### src/rtl/handshake_rr_arbiter.sv
// handshake_rr_arbiter: N-way round-robin arbiter onto one registered
// ready/valid output stage. A winner may keep the port for up to MAX_BURST
// consecutive transfers before priority rotates past it.
// Optional inline assertions: define HANDSHAKE_RR_ARBITER_ASSERT_EN.
module handshake_rr_arbiter #(
    parameter int N         = 3,
    parameter int WIDTH     = 4,
    parameter int MAX_BURST = 4
) (
    input  logic                   CLK,
    input  logic                   ASYNCRESETN,
    input  logic [N-1:0]           in_valid,
    output logic [N-1:0]           in_ready,
    input  logic [N*WIDTH-1:0]     in_data,
    output logic                   out_valid,
    input  logic                   out_ready,
    output logic [WIDTH-1:0]       out_data,
    output logic [$clog2(N)-1:0]   out_sel
);

    localparam int SEL_W = $clog2(N);
    localparam logic [3:0] BURST_MAX = 4'(MAX_BURST);

    typedef enum logic {IDLE, BURST} state_t;

    state_t           state;
    logic [SEL_W-1:0] last;
    logic [SEL_W-1:0] owner;
    logic [3:0]       burst_cnt;

    logic             load;
    logic             any_valid;
    logic             found;
    logic [SEL_W-1:0] cand;
    logic [SEL_W-1:0] winner;
    logic             keep_burst;
    logic [3:0]       next_cnt;

    // Saturating burst counter increment; never wraps past MAX_BURST.
    function automatic logic [3:0] sat_inc(input logic [3:0] cnt);
        if (cnt >= BURST_MAX)
            return BURST_MAX;
        return cnt + 4'd1;
    endfunction

    assign load      = !out_valid || out_ready;
    assign any_valid = |in_valid;

    // Winner: a locked owner that is still requesting keeps the port, otherwise
    // scan upward from the lane after the last grant.
    always_comb begin
        winner = '0;
        found  = 1'b0;
        cand   = '0;
        if (state == BURST && in_valid[owner]) begin
            winner = owner;
            found  = 1'b1;
        end else begin
            for (int k = 1; k <= N; k++) begin
                cand = SEL_W'((int'(last) + k) % N);
                if (!found && in_valid[cand]) begin
                    winner = cand;
                    found  = 1'b1;
                end
            end
        end
    end

    // Burst continuation and next count for the grant about to happen.
    always_comb begin
        keep_burst = (state == BURST) && (winner == owner);
        next_cnt   = keep_burst ? sat_inc(burst_cnt) : 4'd1;
    end

    // Grant is one-hot to the winner only when the output slot can load;
    // forced low while reset is held.
    always_comb begin
        in_ready = '0;
        if (ASYNCRESETN && load && any_valid)
            in_ready = N'(1) << winner;
    end

    // Output register, rotation pointer and burst FSM share one slot update.
    always_ff @(posedge CLK or negedge ASYNCRESETN) begin
        if (!ASYNCRESETN) begin
            out_valid <= 1'b0;
            out_data  <= '0;
            out_sel   <= '0;
            last      <= SEL_W'(N - 1);
            owner     <= '0;
            burst_cnt <= 4'd0;
            state     <= IDLE;
        end else if (load) begin
            if (any_valid) begin
                out_valid <= 1'b1;
                out_data  <= in_data[winner*WIDTH +: WIDTH];
                out_sel   <= winner;
                last      <= winner;
                owner     <= winner;
                burst_cnt <= next_cnt;
                state     <= (next_cnt < BURST_MAX) ? BURST : IDLE;
            end else begin
                out_valid <= 1'b0;
                state     <= IDLE;
            end
        end
    end

`ifdef HANDSHAKE_RR_ARBITER_ASSERT_EN
    localparam logic [7:0] STARVE_MAX = 8'((N - 1) * MAX_BURST);

    a_ready_onehot0: assert property (@(posedge CLK) disable iff (!ASYNCRESETN)
        $onehot0(in_ready));

    a_stall_stable: assert property (@(posedge CLK) disable iff (!ASYNCRESETN)
        (out_valid && !out_ready) |=> (out_valid && $stable(out_data) && $stable(out_sel)));

    a_ready_needs_valid: assert property (@(posedge CLK) disable iff (!ASYNCRESETN)
        (in_ready & ~in_valid) == '0);

    a_burst_bound: assert property (@(posedge CLK) disable iff (!ASYNCRESETN)
        burst_cnt <= BURST_MAX);

    for (genvar g = 0; g < N; g++) begin : g_starve
        logic [7:0] wait_cnt;

        // Count slot-load cycles a held request goes ungranted.
        always_ff @(posedge CLK or negedge ASYNCRESETN) begin
            if (!ASYNCRESETN)
                wait_cnt <= '0;
            else if (!in_valid[g] || in_ready[g])
                wait_cnt <= '0;
            else if (load)
                wait_cnt <= wait_cnt + 8'd1;
        end

        a_no_starve: assert property (@(posedge CLK) disable iff (!ASYNCRESETN)
            wait_cnt <= STARVE_MAX);
    end
`endif

endmodule
### config.mk
export PLATFORM = sky130hd
export DESIGN_NAME = handshake_rr_arbiter
export DESIGN_NICKNAME = d
export VERILOG_FILES = /design/src/rtl/handshake_rr_arbiter.sv
export SDC_FILE = /design/constraint.sdc
export NUM_CORES = 1
export LEC_CHECK = 0
export CAP_MARGIN = 40
export CORE_AREA = 2 2 59 61
export CTS_BUF_LIST = sky130_fd_sc_hd__clkbuf_16
export DETAILED_ROUTE_END_ITERATION = 6
export DIE_AREA = 0 0 61 63
export PLACE_DENSITY = 0.6
export SYNTH_ARGS = -nofsm -noshare
export SYNTH_HDL_FRONTEND = slang
export SYNTH_SLANG_ARGS = --single-unit
### constraint.sdc
create_clock -name CLK -period 3.5 [get_ports CLK]
set_input_delay 0.7 -clock CLK [delete_from_list [all_inputs] [get_ports CLK]]
set_output_delay 0.7 -clock CLK [all_outputs]
set_load 0.01 [all_outputs]
# After elaboration in Yosys (flattened, before gate mapping)
# Index checks and enable logic that the tools add are counted.
[word_totals]
reg_bits = 14
word_cells = 58
inputBits = 18
[op_classes]
n_reduce_logical = 12
shifts = 2
n_addsub = 4
div_mod_pow = 3
magnitude_cmp = 6
eq_ne = 1
muxes = 24
[op_table]
columns = ["op", "n"]
rows = [
  ["32-bit by 3-bit modulo with 32-bit output (second input constant)", 3],
  ["2-bit by 3-bit less-than comparator with 1-bit output (second input constant)", 4],
  ["1-bit two-way mux", 12],
  ["4-bit two-way mux", 3],
  ["12-bit by 5-bit variable part select with 4-bit output", 1],
  ["1-bit binary-select mux with 2-bit select", 4],
  ["2-bit two-way mux", 4],
  ["2-bit by 2-bit adder with 3-bit output (second input constant)", 2],
  ["1-bit logical AND", 6],
  ["4-bit by 1-bit adder with 4-bit output (second input constant)", 1],
  ["4-bit by 3-bit >= comparator with 1-bit output (second input constant)", 1],
  ["4-bit by 3-bit less-than comparator with 1-bit output (second input constant)", 1],
  ["2-bit by 1-bit adder with 3-bit output (second input constant)", 1],
  ["1-bit logical NOT", 3],
  ["3-bit two-way mux", 1],
  ["3-bit OR reduction", 1],
  ["1-bit by 2-bit << shifter with 3-bit output (first input constant)", 1],
  ["2-bit equality test", 1],
  ["2-bit AND reduction", 1],
  ["1-bit logical OR", 1],
]

# Depth between registers and ports, before layout
[logic_depth]
ltp_word = 20
mapped_depth = 10

# Worst setup path after synthesis
# OpenSTA, ideal clock, no wires.
[synth_timing]
path_type = "reg-to-output"
startpoint = "reg last[0]"
endpoint = "out in_ready[0]"
t_arrival_ns = 2.150
path_stages_with_launch = 10
t_required_ns = 2.800
path_slack_ns = 0.650
cell_sequence = "dfrtp_1 inv_1 ha_1 buf_6 nand3b_1 o21ai_1 a211o_1 a31o_1 buf_6 nor3b_1"
[synth_between]
elab_chain_len = 16
word_cells_on_any_way = 26
classes_between = "3 x add/sub; 3 x div; 1 x shift; 15 x mux; 4 x reduce/logical"
[synth_rtl]
columns = ["item", "line", "rtl"]
rows = [
  ["start, declared", "27", "logic [SEL_W-1:0] last;"],
  ["start signal, assigned", "89", "last <= SEL_W'(N - 1);"],
  ["start signal, assigned", "98", "last <= winner;"],
  ["2-bit by 1-bit adder with 3-bit output", "60", "cand = SEL_W'((int'(last) + k) % N);"],
  ["32-bit by 3-bit modulo with 32-bit output", "60", ""],
  ["1-bit binary-select mux with 2-bit select", "61", "if (!found && in_valid[cand]) begin"],
  ["1-bit two-way mux (implied by the code)", "61", ""],
  ["1-bit two-way mux", "61", ""],
  ["1-bit two-way mux", "55", "if (state == BURST && in_valid[owner]) begin"],
  ["1-bit logical NOT", "61", ""],
  ["1-bit logical AND", "61", ""],
  ["1-bit two-way mux", "61", ""],
  ["1-bit two-way mux", "55", ""],
  ["1-bit logical NOT", "61", ""],
  ["1-bit logical AND", "61", ""],
  ["2-bit two-way mux (*)", "61", ""],
  ["2-bit two-way mux (*)", "55", ""],
  ["1-bit by 2-bit << shifter with 3-bit output (*)", "80", "in_ready = N'(1) << winner;"],
  ["3-bit two-way mux (*)", "79", "if (ASYNCRESETN && load && any_valid)"],
  ["end, declared", "13", "output logic [N-1:0] in_ready,"],
]
# Mark *: on every way between the ends. The rest lies on a longest branch, timed or not. The select of a mux whose other input is x is not followed.

# Worst setup path after layout
[layout_timing]
startpoint = "reg last[1]"
endpoint = "out in_ready[2]"
# The elaborated chain is that of the path after synthesis.

==> impl_metrics.py <==
metrics = {
    "outcome": {
        "outcome": "complete, no violations",
    },
    "die": {
        "die_h_microns": 63,
        "num_rows": 21,
        "io_pins": 28,
        "core_sq_um": 3230,
        "die-area_sq_um": 3840,
        "start_util_pct": 33.2,
        "die_width_microns": 61,
    },
    "synth": {
        "ys_seq_area_share_pct": 30.4,
        "synth_area_sq_um": 1070,
        "synthCells": 118,
        "synthFlopType": "dfrtp_1",
        "synth_area_per_cell_sq_um": 9.10,
        "synthArstFlopShare_pct": 100,
        "synth_warnings": 0,
        "synth_seq_cells": 13,
        "yosysUniqueCellTypes": 48,
        "synth_edf_count": 0,
        "syn_nets": 140,
    },
    "setup_path": {
        "reg2reg_to": "out_data[1]$_DFFE_PN0P_",
        "critPathLaunchType": "register",
        "critPathCaptureType": "output pin",
        "critical_path_arrival_ps": 2650,
        "path_buf_inv": 1,
        "slowest_delay_ps": 570,
        "reg2reg_slack_ps": 1220,
        "cp_cell_sequence": "ha_4 -> mux2i_4 -> o21ai_1 -> a211o_1 -> a31o_1 -> nor3_1 -> clkdlybuf4s50_1",
        "required_ps": 2800,
        "r2r_start": "last[1]$_DFFE_PN1P_",
        "crit_fanout": 7,
        "path_class": "reg2out",
        "reg2regPathDepth": 8,
        "crit_family": "compound AO/OA/AOI/OAI gates",
        "critical_path.slowest_cell": "dfstp_2",
    },
    "drt": {
        "drc": 0,
        "routed_wl_microns": 2820,
        "wl_per_cell_microns": 13.5,
        "num_vias": 1096,
        "ant_nets": 0,
        "vias_per_cell": 5.27,
        "dr.pass1.iters": 4,
        "drt-initial-drc-count": 33,
    },
    "pwr": {
        "p_leak_nw": 0.688,
        "p_per_area_nw_per_um2": 867,
        "ir_worst_vdd_uv": 469,
    },
    "worst_hold_path": {
        "min_to": "burst_cnt[1]$_DFFE_PN0P_",
        "worstHoldStart": "burst_cnt[1]$_DFFE_PN0P_",
        "hp-class": "reg2reg",
        "holdPathStages": 1,
    },
    "finish": {
        "fill_cells": 307,
        "layout-drive-gt1-share_pct": 23.5,
        "fin_nets": 185,
        "area_growth_pct": 49.0,
        "seqCellArea_sq_um": 327,
        "multi_input_area_sq_um": 713,
        "final_common_cell": "clkdlybuf4s50_1",
        "diodes": 0,
        "final_cell_mix": "23 x clkdlybuf4s50_1, 19 x buf_4, 12 x dfrtp_1",
        "final_cell_count_no_fill": 208,
        "design_area_sq_um": 1600,
    },
    "timing": {
        "slew_violations": 0,
        "tightestPinTransition_ps": 320,
        "max-slew-margin-rel_pct": 78.6,
        "finalHoldViolCount": 0,
        "rsz0062_at_grt": "false",
        "fmaxAchievable_ghz": 0.299,
        "period_minus_slack_ps": 3350,
        "finalSetupViolations": 0,
        "clock_skew_ps": 0.654,
        "post-route-period-util_pct": 95.6,
    },
    "global_route": {
        "grt_pass1_wl_microns": 4870,
        "busiest_layer": "met2",
        "gr-usage-all-layers_pct": 16.6,
        "use_met3_pct": 3.52,
        "gr-total-overflow": 0,
        "grt_pass1_vias": 1067,
        "met2_usage_pct": 25.1,
        "grtUsageMet1_pct": 22.3,
        "antenna_found_initial": 0,
        "grt_max_degree": 14,
    },
    "placement": {
        "dp_cells": 204,
        "place_hpwl_microns": 2220,
        "gp_congestion": 0.911,
        "place_area_sq_um": 1490,
        "port_buffers": 27,
    },
    "clock_tree": {
        "clock_latency_ps": 240,
        "clockBufferDepth": 2,
        "cts_hold_buf": 0,
        "cts_sinks": 13,
        "cts_setup_buffers": 0,
        "cts_tree": "yes",
        "root_buffer": "clkbuf_16",
        "clkSlewWorstSetupHoldPaths_ps": 40,
        "h-tree-depth": 1,
        "numCtsBuffers": 3,
    },
    "flow_run": {
        "cap_violations": 0,
    },
}
## cells in the mapped netlist (all sizes together), types with 3 or more instances
cell type / number / share of area, %
mux2i: 3 / 2.8
nor3: 4 / 2.3
dfrtp: 12 / 28
a31o: 5 / 4.1
ha: 4 / 4.7
buf: 5 / 4.3
a21oi: 6 / 2.8
nand2b: 4 / 2.6
nand3: 6 / 3.3
inv: 3 / 1.0
o21ai: 10 / 4.7
o22a: 4 / 3.3
o211ai: 3 / 2.6
nand2: 10 / 3.7
nor2b: 3 / 2.0
nor2: 5 / 1.7
## worst max path at each step
stage                                    from  cells past startpoint  slack [ps]          end
after floorplan           last[0]$_DFFE_PN0P_                      9         650  in_ready[0]
after global placement            in_valid[1]                      7         -50  in_ready[0]
after detailed placement          in_valid[1]                      7        -100  in_ready[0]
after CTS                 last[1]$_DFFE_PN1P_                      9          20  in_ready[0]
after global routing      last[0]$_DFFE_PN0P_                      9          10  in_ready[2]
final                     last[1]$_DFFE_PN1P_                      7         150  in_ready[2]
## where the power goes
group | total, mW | internal [mW] | switching, mW | leakage (nW)
Combinational | 0.915 | 0.484 | 0.432 | 0.492
Clock | 0.211 | 0.150 | 0.0605 | 0.0423
Sequential | 0.260 | 0.208 | 0.0512 | 0.153
## state kept, by name (all words and copies together), names as in the netlist
signal,cells
burst_cnt,4
out_data,4
last,2
out_valid,1
owner,1
state,1
## logic make-up after synthesis
group / Yosys count / share of synthesized area, %
mux: 4 / 4.20
compound gates: 41 / 29.4
fa+ha+maj: 4 / 4.66
buf+inv: 9 / 5.71
simple gates: 47 / 25.6
flops: 13 / 30.4
## final cells by class
| type | count | share of cell area (%) |
|---|---|---|
| Clock buffer | 3 | 4.69 |
| Clock inverter | 1 | 0.235 |
| Inverter | 3 | 0.704 |
| Multi-Input combinational cell | 96 | 44.6 |
| Sequential cell | 13 | 20.4 |
| Tap cell | 46 | 3.60 |
| Timing Repair Buffer | 46 | 25.7 |
## metrics by stage
step                      setup TNS [ps]  power, mW  util (%)  hold slack, ps  worst slack, ps
after detailed placement            -212       1.14      46.2             492             -102
after floorplan                        0      0.820         -             404              650
final                                  0       1.39      49.5             499              155
after CTS                              0       1.37      48.7             502             16.1
after global routing                   0       1.49      49.5             516             10.5
after global placement             -75.0       1.13      46.2             483            -45.9
## what timing repair did
item                       4_1_cts  5_1_grt
setup endpoints to repair        3        3
gates resized for setup          5        4
pin swaps                        0        0
hold endpoints to repair         0        0
## layer usage
layer  vias up  share of wire (%)
met1       513                 45
met3         7                6.8
met2        42                 46
li1        534                  -
met5         -                  0
met4         0                2.4
Note: power is estimated with default switching activity, not from simulation.
